### src/rtl/gf_result_deserializer.sv
// Assembles bit-serial GF(2^M) product coefficients into an aligned word q[1:M]; q is valid 1 cycle after c[M].
// Backpressure: a completed word waits in the assembly reg (FULL, in_ready=0) until q is drained.
module gf_result_deserializer #(
  parameter int M     = 31,
  parameter int CNT_W = 5
) (
  input  logic       clk,
  input  logic       rst,
  input  logic       in_valid,
  output logic       in_ready,
  input  logic       in_start,
  input  logic       in_bit,
  output logic       out_valid,
  input  logic       out_ready,
  output logic [1:M] q,
  output logic       err,
  output logic       busy
);

  typedef enum logic [1:0] {IDLE, COLLECT, FULL} state_t;

  state_t           state;
  logic [CNT_W-1:0] cnt;
  logic [CNT_W-1:0] cnt_nxt;
  logic [1:M]       sr;
  logic             accept;
  logic             drain;

  assign in_ready = !rst && (state != FULL);
  assign busy     = (state != IDLE);
  assign accept   = in_valid && in_ready;
  assign drain    = out_valid && out_ready;
  assign cnt_nxt  = cnt + 1'b1;

  always_ff @(posedge clk) begin
    if (rst) begin
      state     <= IDLE;
      cnt       <= '0;
      sr        <= '0;
      q         <= '0;
      out_valid <= 1'b0;
      err       <= 1'b0;
    end else begin
      err <= 1'b0;
      // A completion or FULL drain below re-asserts out_valid in the same cycle.
      if (drain) out_valid <= 1'b0;

      case (state)
        IDLE: begin
          if (accept) begin
            if (in_start) begin
              sr[1] <= in_bit;
              cnt   <= CNT_W'(1);
              state <= COLLECT;
            end else begin
              err <= 1'b1;
            end
          end
        end

        COLLECT: begin
          if (accept) begin
            if (in_start) begin
              sr[1] <= in_bit;
              cnt   <= CNT_W'(1);
              err   <= 1'b1;
            end else if (cnt == CNT_W'(M - 1)) begin
              sr[M] <= in_bit;
              if (!out_valid || out_ready) begin
                q         <= {sr[1:M-1], in_bit};
                out_valid <= 1'b1;
                cnt       <= '0;
                state     <= IDLE;
              end else begin
                state <= FULL;
              end
            end else begin
              sr[cnt_nxt] <= in_bit;
              cnt         <= cnt_nxt;
            end
          end
        end

        FULL: begin
          if (drain) begin
            q         <= sr;
            out_valid <= 1'b1;
            cnt       <= '0;
            state     <= IDLE;
          end
        end

        default: begin
          state <= IDLE;
          cnt   <= '0;
        end
      endcase
    end
  end

endmodule

### config.mk
export PLATFORM = sky130hd
export DESIGN_NAME = gf_result_deserializer
export DESIGN_NICKNAME = d
export VERILOG_FILES = /design/src/rtl/gf_result_deserializer.sv
export SDC_FILE = /design/constraint.sdc
export NUM_CORES = 1
export LEC_CHECK = 0
export CORE_MARGIN = 2
export CORE_UTILIZATION = 55
export DETAILED_ROUTE_END_ITERATION = 12
export PLACE_DENSITY = 0.79
export SLEW_MARGIN = 20
export SYNTH_ARGS = -nofsm -noshare
export SYNTH_HDL_FRONTEND = slang
export SYNTH_SLANG_ARGS = --single-unit
export TNS_END_PERCENT = 30
### constraint.sdc
create_clock -name clk -period 2.7 [get_ports clk]
set_clock_uncertainty 0.15 [all_clocks]
set_input_delay 0.54 -clock clk [delete_from_list [all_inputs] [get_ports clk]]
set_output_delay 0.54 -clock clk [all_outputs]
set_load 0.03 [all_outputs]
**Yosys cells after proc, flatten, opt, wreduce, memory -nomap -nowiden**

Index checks and enable logic that the tools add are counted.

- Input port bits: 6
- Word-level logic and storage cells: 89
- Register bits: 71
- Output and inout bits: 35

- Multiplexer cells: 45
- Add/subtract/negate cells: 1
- $lt $le $gt $ge: 2
- Eq/ne operators: 13
- Reduce and logical (&&, ||, !) cells: 17
- Bitwise operators: 3

Operators with widths:

| kind | number |
|---|---|
| 2-to-1 mux 31 bit | 6 |
| one-hot mux 31 bit (2 select lines) | 1 |
| 2-to-1 mux 30 bit | 2 |
| 2-to-1 mux 5 bit | 7 |
| bitwise mux 31 bit | 1 |
| inequality test 2 bit, second input constant | 8 |
| 2-to-1 mux 1 bit | 15 |
| one-hot mux 5 bit (3 select lines) | 1 |
| 2-to-1 mux 2 bit | 7 |
| AND reduction 6 bit | 2 |
| AND reduction 5 bit | 2 |
| greater-or-equal comparator 6 bit, second input constant | 1 |
| < comparator 6 x 1 -> 1 bit, second input constant | 1 |
| NOT 5 -> 6 bit | 1 |
| one-hot mux 1 bit (2 select lines) | 3 |
| one-hot mux 2 bit (3 select lines) | 1 |
| nonzero test 2 bit | 3 |
| adder 5 x 1 -> 5 bit, second input constant | 1 |
| demux 1 bit (select 5 bit) | 1 |
| equality test 5 bit, second input constant | 1 |
| logical AND 1 bit | 4 |
| inequality test 4 bit, second input constant | 1 |
| AND reduction 4 bit | 1 |
| inequality test 3 bit, second input constant | 1 |
| 7 further kinds | 9 |

**Depth between registers and ports, before layout**

Gate-level depths: netlist of the first run.

- Depth after elaboration: 11
- Gate-level depth with buffers: 10
- Depth with buffers taken out: 7

**Worst setup path after synthesis of the first run**

Ideal clock, no wire load.

- Path type: register -> register
- Start point: register state[0]
- End point: register sr[5] in the netlist's numbering
- Data arrival time: 1,993 ps
- Data required time: 2,478 ps
- Buffers on the path: 2
- Setup slack: 485 ps
- Clock period less this slack: 2,215 ps
- Library setup time: 72 ps
- Stages on the path, launching flop included: 10
- Path through: dfxtp_1 inv_1 ha_1 or3b_4 nor3b_4 buf_6 nand2_1 buf_2 nor3_1 mux2i_1

- Word-level cells in the longest chain between the ends: 4
- Elaborated cells between the ends (all ways): 5
- Classes of those cells: eq/ne: 2; reduce/logical: 3

Ends and longest elaborated chain:

| item | RTL line | source |
|---|---|---|
| start: declaration | 22 | `state_t state;` |
| start signal: assignment | 37 | `state <= IDLE;` |
| start signal: assignment | 54 | `state <= COLLECT;` |
| start signal: assignment | 73 | `state <= IDLE;` |
| inequality test 2 bit | 29 | `assign in_ready = !rst && (state != FULL);` |
| logical AND 1 bit | 29 |  |
| logical AND 1 bit | 31 | `assign accept = in_valid && in_ready;` |
| AND reduction 4 bit (no line) (*) | n/a |  |
| end signal: indexed assignment | 68 | `sr[M] <= in_bit;` |
| end signal: indexed assignment | 78 | `sr[cnt_nxt] <= in_bit;` |
| end: declaration | 25 | `logic [1:M] sr;` |

Every way passes the cells marked *; elsewhere a longest branch is shown, timed or not.
A chain may end at the register's enable or synchronous reset.

**Final worst setup path of the first run**

- Start point: register state[1]
- End point: output busy

- Word-level cells in the longest chain between the ends: 1

Ends and longest elaborated chain:

| item | RTL line | source |
|---|---|---|
| nonzero test 2 bit | 30 | `assign busy = (state != IDLE);` |
| end: declaration | 17 | `output logic busy` |

Every way passes these cells.

==> results of run 1 <==
metal layers:
metal  routed length [µm]  vias up  share of wire (%)  track usage, %
met5                    0        -                  0               0
met4                  138        0                1.9            10.5
met3                  352       13                4.9            4.62
met2                 3280       75                 45            34.3
met1                 3450     1325                 48            31.9
li1                     -     1409                  -               -
path summary, 6_finish.rpt:
path,startpoint,to,cells after the start
max,state[1],busy,4
min,rst,err,2
max reg2reg,cnt[0],cnt[3],7
min reg2reg,sr[22],sr[22],2
state kept, by name, summed over array words and instances (netlist names):
signal,flops
cnt,5
err,1
out_valid,1
q,31
sr,31
state,2
timing repair:
action	in CTS	in global routing
buffers inserted	0	0
resized for setup	0	1
endpoints found under the setup margin	0	1
final cells by class:
| type | instances | area share, % |
|---|---|---|
| Multi-Input combinational cell | 258 | 42.6 |
| Sequential cell | 71 | 34.6 |
| Timing Repair Buffer | 65 | 14.6 |
| Clock buffer | 13 | 4.36 |
| Tap cell | 75 | 2.29 |
| Inverter | 11 | 1.01 |
| Clock inverter | 3 | 0.579 |
stage by stage:
| stage | cells | TNS (ps) | hold WS, ps | utilization (%) |
|---|---|---|---|---|
| CTS | 496 | 0 | 296 | 69.7 |
| detailed placement | 480 | -120 | 321 | 66.3 |
| floorplan | 366 | 0 | 298 | - |
| global route | 496 | 0 | 310 | 69.8 |
| finish | 496 | 0 | 301 | 69.8 |
| global placement | 480 | -12.8 | 311 | 66.3 |
cell families after synthesis:
family / share of synthesized area, %
xor gates and xnor gates: 0.528
DFF: 42.8
adders and majority gates: 3.39
buffers and inverters: 4.86
and+or+nand+nor: 22.6
AOI/OAI and AO/OA: 15.5
muxes: 10.2
cells in the final DEF (no fill, tap or decap), types with 3 or more instances in the layout:
master	synthesis	routed
nand3_1	10	10
a21oi_1	15	15
nand2b_1	18	18
o31ai_1	16	16
o21ai_0	34	34
nor2_1	25	25
inv_1	10	10
ha_1	9	9
nor3_1	11	11
clkdlybuf4s50_1	0	38
nor2b_1	15	15
dfxtp_1	71	71
nand3b_1	15	15
mux2i_1	34	34
a31oi_1	4	4
buf_4	0	24
clkbuf_8	0	13
or4_1	5	5
or3_1	3	3
nand2_1	12	12
power groups by stage:
| stage | registers [W] | logic [W] | clock network [W] |
|---|---|---|---|
| 3_3_place_gp | 0.00110 | 0.000319 | 0 |
| 4_1_cts | 0.00108 | 0.000326 | 0.000855 |
| 6_report | 0.00108 | 0.000328 | 0.000845 |
| 5_1_grt | 0.00108 | 0.000358 | 0.000904 |
| 2_1_floorplan | 0.00111 | 0.000218 | 0 |
| 3_5_place_dp | 0.00111 | 0.000324 | 0 |
==> results.json, run 1 <==
{
  "crit_path_max_incr_delay_ps": 680,
  "vias": 2822,
  "clkTransAtPathRegs_ps": 70,
  "gr-usage-all-layers_pct": 23.0,
  "avgSynthCellArea_um2": 9.07,
  "cts_max_level": 3,
  "post-synth-top-count-cell": "dfxtp_1",
  "max_cap_viol_count": 0,
  "final_nets": 431,
  "drt_iter0_drc": 160,
  "slew-limit-headroom_pct": 55.9,
  "gp_congestion": 0.867,
  "antenna_left": 0,
  "path_buf_inv": 3,
  "nFillCells": 467,
  "synth_commonest_cells": "dfxtp_1, mux2i_1, o21ai_0",
  "fin_crit_sh_pct": 93.6,
  "fin_area_um2": 4110,
  "r2r_slack_ps": 190,
  "root_buffer": "clkbuf_8",
  "ys.flop_type": "dfxtp_1",
  "arrival_ps": 1840,
  "p_int_w": 0.00163,
  "crit_path_max_fanout": 5,
  "drt_wl_total_mm": 7.22,
  "clkLatencyLatePin_ps": 350,
  "ys_seq_area_share_pct": 42.8,
  "grt_pass1_vias": 2446,
  "dp_slack_ps": -58.3,
  "synth_top_area_share_pct": 42.8,
  "min_period_ps": 2530,
  "irDropWorstVdd_v": 0.000407,
  "setup_viol": 0,
  "synth.ff_latch_count": 71,
  "seq_area_um2": 1420,
  "worstPathRequired_ps": 2010,
  "max_clock_freq_ghz": 0.396,
  "area_delta_synth_final_pct": 23.7,
  "place_area_um2": 3900,
  "initial_core_util_pct": 56.4,
  "clk_path_buf_depth": 2,
  "antenna_found_initial": 0,
  "wire_per_inst_um": 14.6,
  "crit_path_start_kind": "register",
  "grt_max_degree": 33,
  "syn_area_um2": 3320,
  "critPathKind": "reg -> out",
  "dieArea_um2": 6670,
  "comb_power_share_pct": 14.5,
  "clkSinkCount": 71,
  "drive_gt1_share_pct": 11.9,
  "synth.net_count": 381,
  "end_kind": "output port",
  "diodes": 0,
  "rows": 28,
  "synth_warnings": 0,
  "status": "complete, no violations",
  "crit_top_cell": "inv_1",
  "fin_ws_ps": 172,
  "post_drt_via_cell_ratio": 5.69,
  "drt_first_pass_iters": 4,
  "worstPathCellList": "inv_1, ha_1, inv_1, clkdlybuf4s50_1",
  "synth_top_area_cell": "dfxtp_1",
  "switching_share_pct": 27.5,
  "slew_violations": 0,
  "cts.hold.buffers_added": 0,
  "worst_slew_pin_slew_ps": 661,
  "rsz0062_at_grt": "false",
  "switchingPower_w": 0.000621,
  "grt.overflow.total": 0,
  "finalPower_w": 0.00225,
  "power.density_nw_per_um2": 549,
  "core-area_um2": 5890,
  "fp.dieH_um": 81.7,
  "synth_area_leaders": "dfxtp_1, mux2i_1, o21ai_0",
  "hold_viol": 0,
  "dpl.hpwl_mm": 4.99,
  "p_leak_nw": 1.61,
  "cts_buffers": 9,
  "grt_pass1_wl_mm": 11.7,
  "seqPwrFrac_pct": 48.0,
  "drc": 0,
  "die_w_um": 81.7,
  "min_path_type": "in -> reg",
  "crit_path_top_delay_cell": "clkdlybuf4s50_1",
  "multiInputGateArea_um2": 1750,
  "numPortBuffers": 40,
  "clockPowerShare_pct": 37.5,
  "cts_tree": "yes",
  "synth_edf_count": 0,
  "synthArstFlopShare_pct": 0,
  "crit_family": "buffers and inverters",
  "synth.distinct_cells": 47,
  "netlist_instances": 366,
  "ioPinCount": 41
}
Power figures use the tool's default switching activity.
==> inputs of run 2 (changes only) <==
--- a/config.mk
+++ b/config.mk
@@ -6,9 +6,9 @@
 export NUM_CORES = 1
 export LEC_CHECK = 0
 export CORE_MARGIN = 2
-export CORE_UTILIZATION = 55
+export CORE_UTILIZATION = 45
 export DETAILED_ROUTE_END_ITERATION = 12
-export PLACE_DENSITY = 0.79
+export PLACE_DENSITY = 0.67
 export SLEW_MARGIN = 20
 export SYNTH_ARGS = -nofsm -noshare
 export SYNTH_HDL_FRONTEND = slang
==> results.json, run 2 (synthesis gave the netlist of run 1 again) <==
{
  "status": "complete, no violations",
  "cts_max_level": 3,
  "clockPowerShare_pct": 39.9,
  "post_cts_buffers": 0,
  "antenna_found_initial": 0,
  "power.density_nw_per_um2": 568,
  "crit_path_top_delay_cell": "clkdlybuf4s50_1",
  "slew-limit-headroom_pct": 56.1,
  "hold_viol": 0,
  "cts.hold.buffers_added": 0,
  "grt_pass1_vias": 2545,
  "clkLatencyLatePin_ps": 340,
  "drive_gt1_share_pct": 11.8,
  "r2r_slack_ps": 260,
  "crit_family": "buffers and inverters",
  "worst_slew_pin_slew_ps": 656,
  "path_buf_inv": 2,
  "wire_per_inst_um": 14.4,
  "grt_max_degree": 33,
  "ioPinCount": 41,
  "rows": 31,
  "crit_path_start_kind": "register",
  "drt_wl_total_mm": 7.50,
  "end_kind": "output port",
  "root_buffer": "clkbuf_8",
  "core-area_um2": 7210,
  "grt_pass1_wl_mm": 12.3,
  "gp_congestion": 0.882,
  "cts_tree": "yes",
  "worstPathCellList": "inv_1, ha_1, nor2_1, clkdlybuf4s50_1",
  "crit_path_max_fanout": 8,
  "clkSinkCount": 71,
  "finalPower_w": 0.00236,
  "gr-usage-all-layers_pct": 18.5,
  "dpl.hpwl_mm": 5.23,
  "worstPathRequired_ps": 2010,
  "irDropWorstVdd_v": 0.000323,
  "cts_resized": 0,
  "crit_path_max_incr_delay_ps": 690,
  "p_int_w": 0.00173,
  "area_delta_synth_final_pct": 25.2,
  "rr_worst_depth": 7,
  "post_drt_via_cell_ratio": 5.31,
  "clk_path_buf_depth": 2,
  "drc": 0,
  "min_from": "sr[24]",
  "fp.dieH_um": 89.9,
  "min_path_type": "reg -> reg",
  "numPortBuffers": 40,
  "setup_viol": 0,
  "switchingPower_w": 0.000630,
  "min_path_cells": 2,
  "crit_cells": 4,
  "comb_power_share_pct": 14.3,
  "max_cap_viol_count": 0,
  "slew_violations": 0,
  "fin_crit_sh_pct": 95.5,
  "max_clock_freq_ghz": 0.388,
  "largest_registers": "q (31), sr (31), cnt (5)",
  "antenna_left": 0,
  "final_nets": 432,
  "grt.overflow.total": 0,
  "fin_util_pct": 57.6,
  "p_leak_nw": 1.61,
  "fin_tns_setup_ps": 0,
  "rsz0062_at_grt": "false",
  "switching_share_pct": 26.7,
  "seqPwrFrac_pct": 45.8,
  "clkTransAtPathRegs_ps": 80,
  "diodes": 0,
  "drt_first_pass_iters": 5,
  "r2r_start": "state[0]",
  "critPathKind": "reg -> out",
  "dp_slack_ps": -74.6,
  "drt_iter0_drc": 153,
  "timing.rr.end": "sr[23]",
  "hold_end": "sr[24]",
  "dieArea_um2": 8080,
  "die_w_um": 89.9,
  "cts_buffers": 9,
  "arrival_ps": 1890,
  "min_period_ps": 2580,
  "fin_ws_ps": 122,
  "vias": 2765,
  "initial_core_util_pct": 46.0,
  "layout_common_cells": "dfxtp_1, clkdlybuf4s50_1, o21ai_0, mux2i_1",
  "final_common_cell": "dfxtp_1"
}
-- run 2: cell types whose count changed in the layout (fill, tap and decap cells not counted), sizes merged --
cell	delta
clkbuf	-3
bufinv	+2
buf	+1
clkdlybuf4s50	+1
dlymetal6s2s	-1
inv	+1
-- run 2: layer usage --
layer | GRT usage (%) | wire length [µm]
met5 | 0 | 0
met4 | 7.05 | 119
met3 | 3.19 | 187
met2 | 30.2 | 3590
met1 | 24.7 | 3600
-- run 2: layout make-up --
cell class	instances	area, µm²
Tap cell	99	124
Sequential cell	71	1420
Clock inverter	6	92.6
Clock buffer	10	128
Inverter	11	41.3
Timing Repair Buffer	66	603
Fill cell	675	3060
Multi-Input combinational cell	258	1750
-- run 2: worst max-delay path by stage --
stage / from / end / slack, ps
2_1_floorplan: state[0] / sr[5] / 480
3_3_place_gp: in_valid / sr[23] / -10
3_5_place_dp: in_valid / sr[23] / -70
4_1_cts: state[0] / in_ready / 100
5_1_grt: state[0] / in_ready / 6
6_report: state[0] / in_ready / 120
-- run 2: per-stage QoR --
stage	cells	hold slack, ps	instance area, µm²
floorplan	366	298	3320
global placement	505	312	3940
detailed placement	505	319	3940
CTS	521	330	4160
global route	521	355	4160
finish	521	332	4160
-- run 2: power groups by stage --
stage	combinational, W	sequential, W	clock, W
2_1_floorplan	0.000218	0.00111	0
3_5_place_dp	0.000337	0.00111	0
3_3_place_gp	0.000329	0.00110	0
5_1_grt	0.000369	0.00108	0.00101
6_report	0.000337	0.00108	0.000943
4_1_cts	0.000338	0.00108	0.000961
-- run 2: worst reg2reg max path, cell delays in order, from the launching register on --
cell and delay, ps:
dfxtp_1 340, inv_1 70, ha_1 290, or3b_4 450, nor3b_4 360, nand2_2 100, or4_1 470, a21oi_1 140
==> inputs of run 3 (changes only) <==
--- a/config.mk
+++ b/config.mk
@@ -9,6 +9,7 @@
 export CORE_UTILIZATION = 45
 export DETAILED_ROUTE_END_ITERATION = 12
 export PLACE_DENSITY = 0.67
+export REMOVE_ABC_BUFFERS = 1
 export SLEW_MARGIN = 20
 export SYNTH_ARGS = -nofsm -noshare
 export SYNTH_HDL_FRONTEND = slang
==> results.json, run 3 (synthesis gave the netlist of run 1 again) <==
{
  "status": "complete, no violations",
  "core-area_um2": 7210,
  "numPortBuffers": 40,
  "final_nets": 425,
  "fin_crit_sh_pct": 95.0,
  "max_clock_freq_ghz": 0.390,
  "r2r_slack_ps": 240,
  "irDropWorstVdd_v": 0.000285,
  "worst_slew_pin_slew_ps": 881,
  "largest_registers": "q (31), sr (31), cnt (5)",
  "vias": 2710,
  "rows": 31,
  "die_w_um": 89.9,
  "max_cap_viol_count": 0,
  "timing.rr.end": "cnt[1]",
  "rsz0062_at_grt": "false",
  "cts_buffers": 9,
  "worstPathRequired_ps": 2010,
  "end_kind": "output port",
  "drt_iter0_drc": 112,
  "grt_pass1_wl_mm": 12.2,
  "cts_max_level": 3,
  "cts_tree": "yes",
  "drc": 0,
  "arrival_ps": 1880,
  "area_delta_synth_final_pct": 23.3,
  "clkTransAtPathRegs_ps": 80,
  "layout_common_cells": "dfxtp_1, clkdlybuf4s50_1, o21ai_0, mux2i_1, nor2_1",
  "drt_wl_total_mm": 7.13,
  "drt_first_pass_iters": 4,
  "hold_viol": 0,
  "wire_per_inst_um": 13.9,
  "initial_core_util_pct": 46.0,
  "fp.dieH_um": 89.9,
  "setup_viol": 0,
  "p_leak_nw": 1.59,
  "root_buffer": "clkbuf_8",
  "crit_path_max_fanout": 5,
  "gp_congestion": 0.815,
  "slew-limit-headroom_pct": 41.0,
  "post_drt_via_cell_ratio": 5.27,
  "clkLatencyLatePin_ps": 360,
  "clkSinkCount": 71,
  "dieArea_um2": 8080,
  "min_from": "rst",
  "critPathKind": "reg -> out",
  "min_path_type": "in -> reg",
  "dpl.cell_count": 498,
  "cts.hold.buffers_added": 0,
  "grt_pass1_vias": 2566,
  "hold_end": "state[1]",
  "rr_worst_depth": 8,
  "r2r_start": "cnt[0]",
  "ioPinCount": 41,
  "dpl.hpwl_mm": 4.85,
  "clk_path_buf_depth": 2,
  "grt_max_degree": 61,
  "gr-usage-all-layers_pct": 18.3,
  "layout.cells.non_filler": 514,
  "antenna_left": 0,
  "diodes": 0,
  "min_path_cells": 2,
  "antenna_found_initial": 0,
  "fin_util_pct": 56.8,
  "min_period_ps": 2570,
  "crit_path_start_kind": "register",
  "grt.overflow.total": 0,
  "slew_violations": 0,
  "power.density_nw_per_um2": 562,
  "final_common_cell": "dfxtp_1",
  "drive_gt1_share_pct": 10.6,
  "whs_ps": 296,
  "nFillCells": 683
}
-- run 3: critical path, cell delays in order (launching register included) --
cell	delay, ps
dfxtp_1	340
inv_1	70
ha_1	260
inv_1	150
clkdlybuf4s50_1	690
-- run 3: final cells by class --
class,count,area (µm²),share of cell area [%]
flip-flops and latches,71,1420,34.7
well taps,99,124,3.02
clock inverters,6,68.8,1.68
inverters,11,41.3,1.01
clock buffers,10,138,3.36
repair buffers,59,553,13.5
multi-input cells,258,1750,42.7
-- run 3: power breakdown --
part	switching, W	leakage [nW]	internal (W)
sequential	0.0000170	0.572	0.00106
combinational	0.000198	0.912	0.000137
clock	0.000430	0.103	0.000456
-- run 3: metal layers --
layer | vias up | global-route usage, % | wire (µm)
met5 | - | 0 | 0
met4 | 0 | 8.46 | 128
met3 | 11 | 3.35 | 249
met2 | 56 | 29.4 | 3200
met1 | 1244 | 23.8 | 3560
li1 | 1399 | - | -
-- run 3: metrics by stage --
step	TNS [ps]	setup slack, ps	total power [W]	cell area (µm²)
global placement	0	29.1	0.00143	3890
detailed placement	-37.9	-31.6	0.00144	3890
finish	0	134	0.00230	4100
floorplan	-2610	-108	0.00130	3200
CTS	0	49.2	0.00232	4090
global route	0	48.3	0.00240	4100
-- run 3: timing repair --
action / in CTS / in global routing
setup buffers: 0 / 0
setup endpoints to repair: 0 / 1
gates resized for setup: 0 / 1
-- run 3: worst max-delay path by stage --
| stage | start | end | slack (ps) |
|---|---|---|---|
| final | state[0] | busy | 130 |
| after global placement | in_valid | sr[23] | 30 |
| after detailed placement | in_valid | sr[7] | -30 |
| after CTS | state[0] | in_ready | 50 |
| after floorplan | cnt[0] | q[10] | -110 |
| after global routing | state[0] | busy | 50 |
